## config.mk

```make
export PLATFORM = sky130hd
export DESIGN_NAME = operand_fwd_ctrl
export DESIGN_NICKNAME = d
export VERILOG_FILES = /design/src/rtl/operand_fwd_ctrl.sv
export SDC_FILE = /design/constraint.sdc
export NUM_CORES = 1
export LEC_CHECK = 0
export ABC_CLOCK_PERIOD_IN_PS = 1900
export CAP_MARGIN = 20
export CORE_MARGIN = 4
export CORE_UTILIZATION = 45
export DETAILED_ROUTE_END_ITERATION = 10
export HOLD_SLACK_MARGIN = 0.1
export PLACE_DENSITY = 0.88
export SYNTH_ARGS = -nofsm -noshare
export SYNTH_HDL_FRONTEND = slang
export SYNTH_SLANG_ARGS = --single-unit
```

## constraint.sdc

```tcl
create_clock -name clk -period 1.9 [get_ports clk]
set_clock_uncertainty 0.2 [all_clocks]
set_input_delay 0.285 -clock clk [delete_from_list [all_inputs] [get_ports clk]]
set_output_delay 0.285 -clock clk [all_outputs]
set_load 0.01 [all_outputs]
```

## src/rtl/operand_fwd_ctrl.sv

```systemverilog
// operand_fwd_ctrl: ALU operand forwarding selects, EX/MEM/WB destination scoreboard and load-use stall control.
// Define FWD_WB_EN to forward WB results (select 11); otherwise a MEM-stage producer costs one bubble.
module operand_fwd_ctrl #(
    parameter int REG_ADDR_W        = 5,
    parameter int LOAD_STALL_CYCLES = 1
) (
    input  logic                  clk,
    input  logic                  rst_n,
    input  logic                  id_valid,
    output logic                  id_ready,
    input  logic [REG_ADDR_W-1:0] id_rs,
    input  logic [REG_ADDR_W-1:0] id_rt,
    input  logic                  id_uses_rs,
    input  logic                  id_uses_rt,
    input  logic [REG_ADDR_W-1:0] id_rd,
    input  logic                  id_reg_write,
    input  logic                  id_is_load,
    input  logic                  ex_ready,
    input  logic                  flush,
    output logic                  ex_valid,
    output logic [1:0]            mux_lines_A,
    output logic [1:0]            mux_lines_B,
    output logic                  stall
);
    localparam int CW = (LOAD_STALL_CYCLES > 1) ? $clog2(LOAD_STALL_CYCLES) : 1;

    typedef enum logic {RUN, STALL} state_t;

    state_t                state;
    logic [CW-1:0]         count;
    logic                  ex_w, ex_ld, mem_w;
    logic [REG_ADDR_W-1:0] ex_rd, mem_rd;
    logic                  ex_a, ex_b, mem_a, mem_b, hazard;
    logic [1:0]            sel_a, sel_b;

    // WB-stage producers are not tracked: the regfile writes through, so they select 00.
    assign ex_a  = id_uses_rs & ex_w & (ex_rd == id_rs);
    assign ex_b  = id_uses_rt & ex_w & (ex_rd == id_rt);
    assign mem_a = id_uses_rs & mem_w & (mem_rd == id_rs);
    assign mem_b = id_uses_rt & mem_w & (mem_rd == id_rt);

`ifdef FWD_WB_EN
    assign hazard = id_valid & ex_ld & (ex_a | ex_b);
    assign sel_a  = ex_a ? 2'b10 : mem_a ? 2'b11 : 2'b00;
    assign sel_b  = ex_b ? 2'b10 : mem_b ? 2'b11 : 2'b00;
`else
    assign hazard = id_valid & ((ex_ld & (ex_a | ex_b)) | mem_a | mem_b);
    assign sel_a  = ex_a ? 2'b10 : 2'b00;
    assign sel_b  = ex_b ? 2'b10 : 2'b00;
`endif

    assign id_ready = (state == RUN) & ~hazard & ex_ready & ~flush;
    assign stall    = id_valid & ~id_ready & ex_ready;

    always_ff @(posedge clk or negedge rst_n) begin
        if (!rst_n) begin
            state       <= RUN;
            count       <= '0;
            ex_valid    <= 1'b0;
            ex_w        <= 1'b0;
            ex_ld       <= 1'b0;
            ex_rd       <= '0;
            mem_w       <= 1'b0;
            mem_rd      <= '0;
            mux_lines_A <= 2'b00;
            mux_lines_B <= 2'b00;
        end else if (ex_ready) begin
            mem_w       <= ex_w;
            mem_rd      <= ex_rd;
            ex_valid    <= id_ready;
            ex_w        <= id_ready & id_reg_write & (id_rd != '0);
            ex_ld       <= id_ready & id_is_load;
            ex_rd       <= id_rd;
            mux_lines_A <= id_ready ? sel_a : 2'b00;
            mux_lines_B <= id_ready ? sel_b : 2'b00;
            if (flush) begin
                state <= RUN;
                count <= '0;
            end else if (state == STALL) begin
                count <= count - 1'b1;
                if (count == CW'(1)) state <= RUN;
            end else if (hazard && LOAD_STALL_CYCLES > 1) begin
                state <= STALL;
                count <= CW'(LOAD_STALL_CYCLES - 1);
            end
        end
    end
endmodule

```

==> impl_metrics.toml, run 1 <==
[detailed_routing]
wl_mm = 2.62
drc = 0
drt_iter0_drc = 13
ant_nets = 0
dr.pass1.iters = 5
num_vias = 879
vias_per_cell = 5.26
wire_per_inst_um = 15.7

[power]
power_frac_comb = 0.287
p_sw_mw = 0.277
intPower_mw = 0.699
clkPwrFrac = 0.241
power.leakage_nw = 0.651
switching_share = 0.284
p_per_area_nw_per_um2 = 625
p_seq_frac = 0.472
max-vdd-ir-drop_uv = 627

[clocking]
clk_pin_slew_worst_paths_ns = 0.10
clkSinkCount = 18
clock_latency_ns = 0.29
cts_buffer_depth = 2
cts_tree = "yes"
root_buffer = "clkbuf_4"
cts_inserted_buffers = 3
h-tree-depth = 1
cts_hold_buf = 0

[outcome]
status = "complete, but fails checks"
violations = "setup timing"

[placed_design]
place_area_um2 = 1450
hpwl_mm = 1.95
port_buffers = 28
gp_congestion = 0.913

[yosys]
synth-seq-cells = 18
synth_edf_count = 0
ys_types = 25
synthCells = 92
yosysWarnings = 0
avgSynthCellArea_um2 = 11.6
ys_seq_area_frac = 0.424
syn_area_um2 = 1060
ys.flop_type = "dfrtp_1"
async_reset_ff_frac = 1.00

[final_layout]
antenna_cells = 0
num-nets-final = 164
area_growth_pct = 46.8
final_area_um2 = 1560
drive_gt1_frac = 0.331

[global_route]
first_global_vias = 839
grt_overflow_total = 0
grt_max_degree = 19
grt_pass1_wl_mm = 3.92
antenna_found_initial = 0
grt_usage = 0.161

[die]
fp.coreArea_um2 = 2230
rows = 17
io-pin-count = 31
die-height_um = 56.6
die_x_um = 56.6
die_area_um2 = 3210
initial_core_util = 0.476

[timing]
timing.final.hold_violations = 0
fin_crit_sh = 1.23
fmax_ghz = 0.428
slew_viol_final = 0
rsz0062_at_grt = "yes"
setup_violations = 2
period_minus_slack_ns = 2.34
setup_ws_ns = -0.438
fin_hold_ws_ns = 0.104

[critical_path]
rr_endpoint = "ex_valid$_DFFE_PN0P_"
crit_path_end_kind = "output pin"
slowest_delay_ns = 0.44
slowest_stage = "dfrtp_1"
rrSetupSlack_ns = 0.05
crit_path_max_fanout = 3
worstSetupPathType = "reg -> out"
rr_startpoint = "ex_rd[3]$_DFFE_PN0P_"
rr_worst_depth = 7
start_kind = "register"
critPathArrivalTime_ns = 1.85
worstPathCellList = "xor2_2, nor4_4, nand3_2, buf_6, a41oi_2, buf_2"
startpoint = "ex_rd[3]$_DFFE_PN0P_"
crit_required_ns = 1.41
crit_path_end = "stall"

[hold_path]
min_path_type = "in -> async"

[job]
maxCapViolCount = 0
==> how the worst min path moves through the flow <==
stage	startpoint	end	slack [ns]	cells after the start
final	rst_n	mem_rd[1]$_DFFE_PN0P_	0.10	2
after global routing	rst_n	mem_rd[1]$_DFFE_PN0P_	0.12	2
after CTS	rst_n	mem_rd[1]$_DFFE_PN0P_	0.10	2
after detailed placement	mux_lines_A[1]$_DFFE_PN0P_	mux_lines_A[1]$_DFFE_PN0P_	0.28	1
after global placement	mux_lines_B[1]$_DFFE_PN0P_	mux_lines_B[1]$_DFFE_PN0P_	0.27	1
after floorplan	rst_n	count$_DFFE_PN0P_	-0.21	0
==> power groups by stage <==
stage / clock network [mW] / registers [mW] / logic [mW]
2_1_floorplan: 0 / 0.457 / 0.140
3_3_place_gp: 0 / 0.460 / 0.253
3_5_place_dp: 0 / 0.464 / 0.259
4_1_cts: 0.241 / 0.458 / 0.261
5_1_grt: 0.260 / 0.466 / 0.300
6_report: 0.235 / 0.460 / 0.280
==> layout make-up <==
cell class	count	area (µm²)
inverter	3	11.3
tap	28	35.0
multi-input combinational	68	612
fill	161	672
clock buffer	4	36.3
sequential	18	450
timing repair buffer	46	417
==> cells in the final DEF (no fill, tap or decap), types with 4 or more instances in the layout <==
cell type        count
clkdlybuf4s50_1     23
dfrtp_1             18
buf_4               16
xnor2_1             12
mux2_2              12
nand2_1              5
xor2_1               5
o2bb2ai_1            5
nor2_1               4
==> layer usage <==
metal,wire length [µm],track usage,vias up
li1,-,-,421
met1,1050,0.194,428
met2,1370,0.284,24
met3,127,0.0322,6
met4,70,0.0508,0
met5,0,0,-
==> cells in the mapped netlist, types with 2 or more instances <==
cell type / instances / share of area
nand3_2: 2 / 0.019
nor2_1: 4 / 0.014
xnor2_1: 12 / 0.099
nand4_1: 2 / 0.012
mux2_2: 12 / 0.13
and3_1: 2 / 0.012
dfrtp_1: 18 / 0.42
inv_1: 3 / 0.011
nand3_1: 3 / 0.014
o2bb2ai_1: 5 / 0.041
buf_4: 2 / 0.014
o21ai_0: 2 / 0.0094
nor4_4: 2 / 0.040
xor2_1: 8 / 0.066
nand2_1: 5 / 0.018
==> worst max-delay path, delay by kind of cell (launching register included) <==
family / cells / cell delay, ns
simple gates: 2 / 0.50
flops: 1 / 0.44
buf+inv: 2 / 0.29
xor+xnor: 1 / 0.17
compound gates: 1 / 0.15
==> kinds of logic (layout without fill, tap and decap cells) <==
kind of cell              count (synthesis)  after routing  synth area share
other                                     1              2           0.00353
DFF                                      18             18             0.424
muxes                                    12             12             0.127
AOI/OAI and AO/OA                        12             12             0.107
buffers and inverters                     7             53            0.0329
xor gates and xnor gates                 20             20             0.165
and+or+nand+nor                          22             22             0.141
==> registers in the layout, summed over array words and instances, names as in the netlist <==
name	flops
mem_rd	5
ex_w	1
mux_lines_A	1
ex_valid	1
count	1
ex_rd	5
ex_ld	1
mem_w	1
state	1
mux_lines_B	1
==> repair_timing <==
| action | 4_1_cts | 5_1_grt |
|---|---|---|
| setup endpoints to repair | 2 | 5 |
| buffers inserted | 1 | 5 |
| resized for setup | 12 | 5 |
| pin swaps | 4 | 6 |
==> metrics by stage <==
step	instances	setup TNS, ns	util	power (mW)	setup WS (ns)
global placement	157	-2.23	0.649	0.713	-0.792
CTS	162	-0.873	0.672	0.959	-0.462
floorplan	93	0	-	0.597	0.0781
finish	167	-0.831	0.699	0.975	-0.438
detailed placement	157	-2.36	0.649	0.723	-0.808
global route	167	-1.11	0.699	1.03	-0.531
Note: power is estimated with default switching activity, not from simulation.
==> run 2, diff against run 1 <==
--- a/config.mk
+++ b/config.mk
@@ -6,7 +6,7 @@
 export NUM_CORES = 1
 export LEC_CHECK = 0
 export ABC_CLOCK_PERIOD_IN_PS = 1900
-export CAP_MARGIN = 20
+export CAP_MARGIN = 40
 export CORE_MARGIN = 4
 export CORE_UTILIZATION = 45
 export DETAILED_ROUTE_END_ITERATION = 10
==> results of run 2 <==
The final DEF is identical to that of run 1; final timing and power are the same.
==> run 3, diff against run 2 <==
--- a/config.mk
+++ b/config.mk
@@ -5,13 +5,14 @@
 export SDC_FILE = /design/constraint.sdc
 export NUM_CORES = 1
 export LEC_CHECK = 0
+export ABC_AREA = 0
 export ABC_CLOCK_PERIOD_IN_PS = 1900
 export CAP_MARGIN = 40
 export CORE_MARGIN = 4
-export CORE_UTILIZATION = 45
+export CORE_UTILIZATION = 25
 export DETAILED_ROUTE_END_ITERATION = 10
 export HOLD_SLACK_MARGIN = 0.1
-export PLACE_DENSITY = 0.88
+export PLACE_DENSITY = 0.6
 export SYNTH_ARGS = -nofsm -noshare
 export SYNTH_HDL_FRONTEND = slang
 export SYNTH_SLANG_ARGS = --single-unit
==> run 3 against run 2 <==
The flow still finishes with violations (setup timing). Clock power rose by 33%. Die area rose by 67%. Via count fell by 3.0%. Count of clock-buffer cells in the layout did not move. Critical endpoint is now id_ready.
==> impl_metrics.toml, run 3 (synthesized netlist as in run 1, its figures left out) <==
[global_route]
grt_max_degree = 19
grt_usage = 0.115
grt_pass1_wl_mm = 4.64
first_global_vias = 940
antenna_found_initial = 0
grt_overflow_total = 0

[critical_path]
critPathArrivalTime_ns = 1.72
crit_required_ns = 1.41
start_kind = "input port"
worstSetupPathType = "in -> out"
crit_path_end_kind = "output pin"
crit_path_max_fanout = 3

[clocking]
h-tree-depth = 1
clk_pin_slew_worst_paths_ns = 0.07
clock_latency_ns = 0.25
cts_buffer_depth = 2
root_buffer = "clkbuf_8"
cts_tree = "yes"
clkSinkCount = 18
cts_inserted_buffers = 3

[detailed_routing]
top_layer = "met4"
ant_nets = 0
vias_per_cell = 4.51
drt-met1-wl_mm = 1.17
wire_per_inst_um = 14.7
dr_wl_met3_um = 96
num_vias = 853
drt_iter0_drc = 29
dr.pass1.iters = 4
wl_mm = 2.78
wl_met2_mm = 1.47
drc = 0

[power]
p_per_area_nw_per_um2 = 638
p_total_mw = 1.04
power.leakage_nw = 0.678
max-vdd-ir-drop_uv = 229

[timing]
setup_ws_ns = -0.305
fmax_ghz = 0.454
period_minus_slack_ns = 2.21
setup_violations = 5
fin_crit_sh = 1.16
rsz0062_at_grt = "yes"
slew_viol_final = 0
timing.final.hold_violations = 0

[final_layout]
layout.cells.most_common = "clkdlybuf4s50_1"
num-nets-final = 164
drive_gt1_frac = 0.367
area_growth_pct = 53.8
final_area_um2 = 1640
antenna_cells = 0
postLayoutCoreUtil = 0.403
layout_common_cells = "clkdlybuf4s50_1 (18), dfrtp_1 (16), buf_4 (13)"
top_regs = "ex_rd x5, mem_rd x5"
finalNonFillerCells = 189

[die]
die_area_um2 = 5360
die_x_um = 73.2
initial_core_util = 0.262
fp.coreArea_um2 = 4060
io-pin-count = 31
die-height_um = 73.2
rows = 23

[placed_design]
hpwl_mm = 2.12
port_buffers = 28
gp_congestion = 0.807
place_area_um2 = 1480
dp.cells = 180

[outcome]
violations = "setup timing"
status = "complete, but fails checks"

[hold_path]
min_path_type = "in -> async"

[job]
maxCapViolCount = 0
==> run 3: final cells by class <==
cell class	count	area, µm²
Fill cell	387	2420
Inverter	3	11.3
Timing Repair Buffer	46	425
Sequential cell	18	453
Tap cell	50	62.6
Clock buffer	4	55.1
Multi-Input combinational cell	68	628
==> run 3: worst paths after layout <==
check	startpoint	to	slack (ns)	cells past startpoint
max in group asynchronous	rst_n	ex_rd[0]$_DFFE_PN0P_	1.10	2
worst max register to register	ex_rd[2]$_DFFE_PN0P_	ex_w$_DFFE_PN0P_	-0.27	11
worst min-delay path	rst_n	ex_valid$_DFFE_PN0P_	0.17	2
worst min register to register	ex_valid$_DFFE_PN0P_	ex_valid$_DFFE_PN0P_	0.30	1
min in group clk	ex_valid$_DFFE_PN0P_	ex_valid$_DFFE_PN0P_	0.30	1
worst max-delay path	id_rs[2]	id_ready	-0.31	7
==> run 3: through the flow <==
stage                     setup WS (ns)  hold slack, ns  setup TNS, ns
after CTS                        -0.357           0.186          -1.43
final                            -0.305           0.171          -1.34
after global placement           -0.803           0.280          -2.50
after floorplan                  0.0781          -0.211              0
after detailed placement         -0.810           0.281          -2.59
after global routing             -0.413           0.198          -1.82
==> run 3: where the power goes <==
group          internal, mW  switching, mW
Sequential            0.419         0.0423
Combinational         0.157          0.112
Clock                 0.184          0.129
==> run 3: repair_timing <==
item                                   4_1_cts  5_1_grt
endpoints found under the hold margin        0        0
setup endpoints to repair                    4        5
setup buffers                                6        1
gates resized for setup                     24        7
pin swaps                                   11        8
hold buffers                                 0        0
==> run 3: worst max-delay path, stage by stage <==
cell	delay, ns
clkdlybuf4s50_1	0.54
xnor2_1	0.14
nand4_1	0.11
o22a_2	0.26
a31oi_4	0.20
nor2_1	0.05
buf_2	0.13
==> run 3: metal layers <==
layer	vias to the layer above	global-route usage
met5	-	0
met4	0	0.0430
met3	4	0.0193
met2	17	0.198
met1	420	0.143
li1	412	-
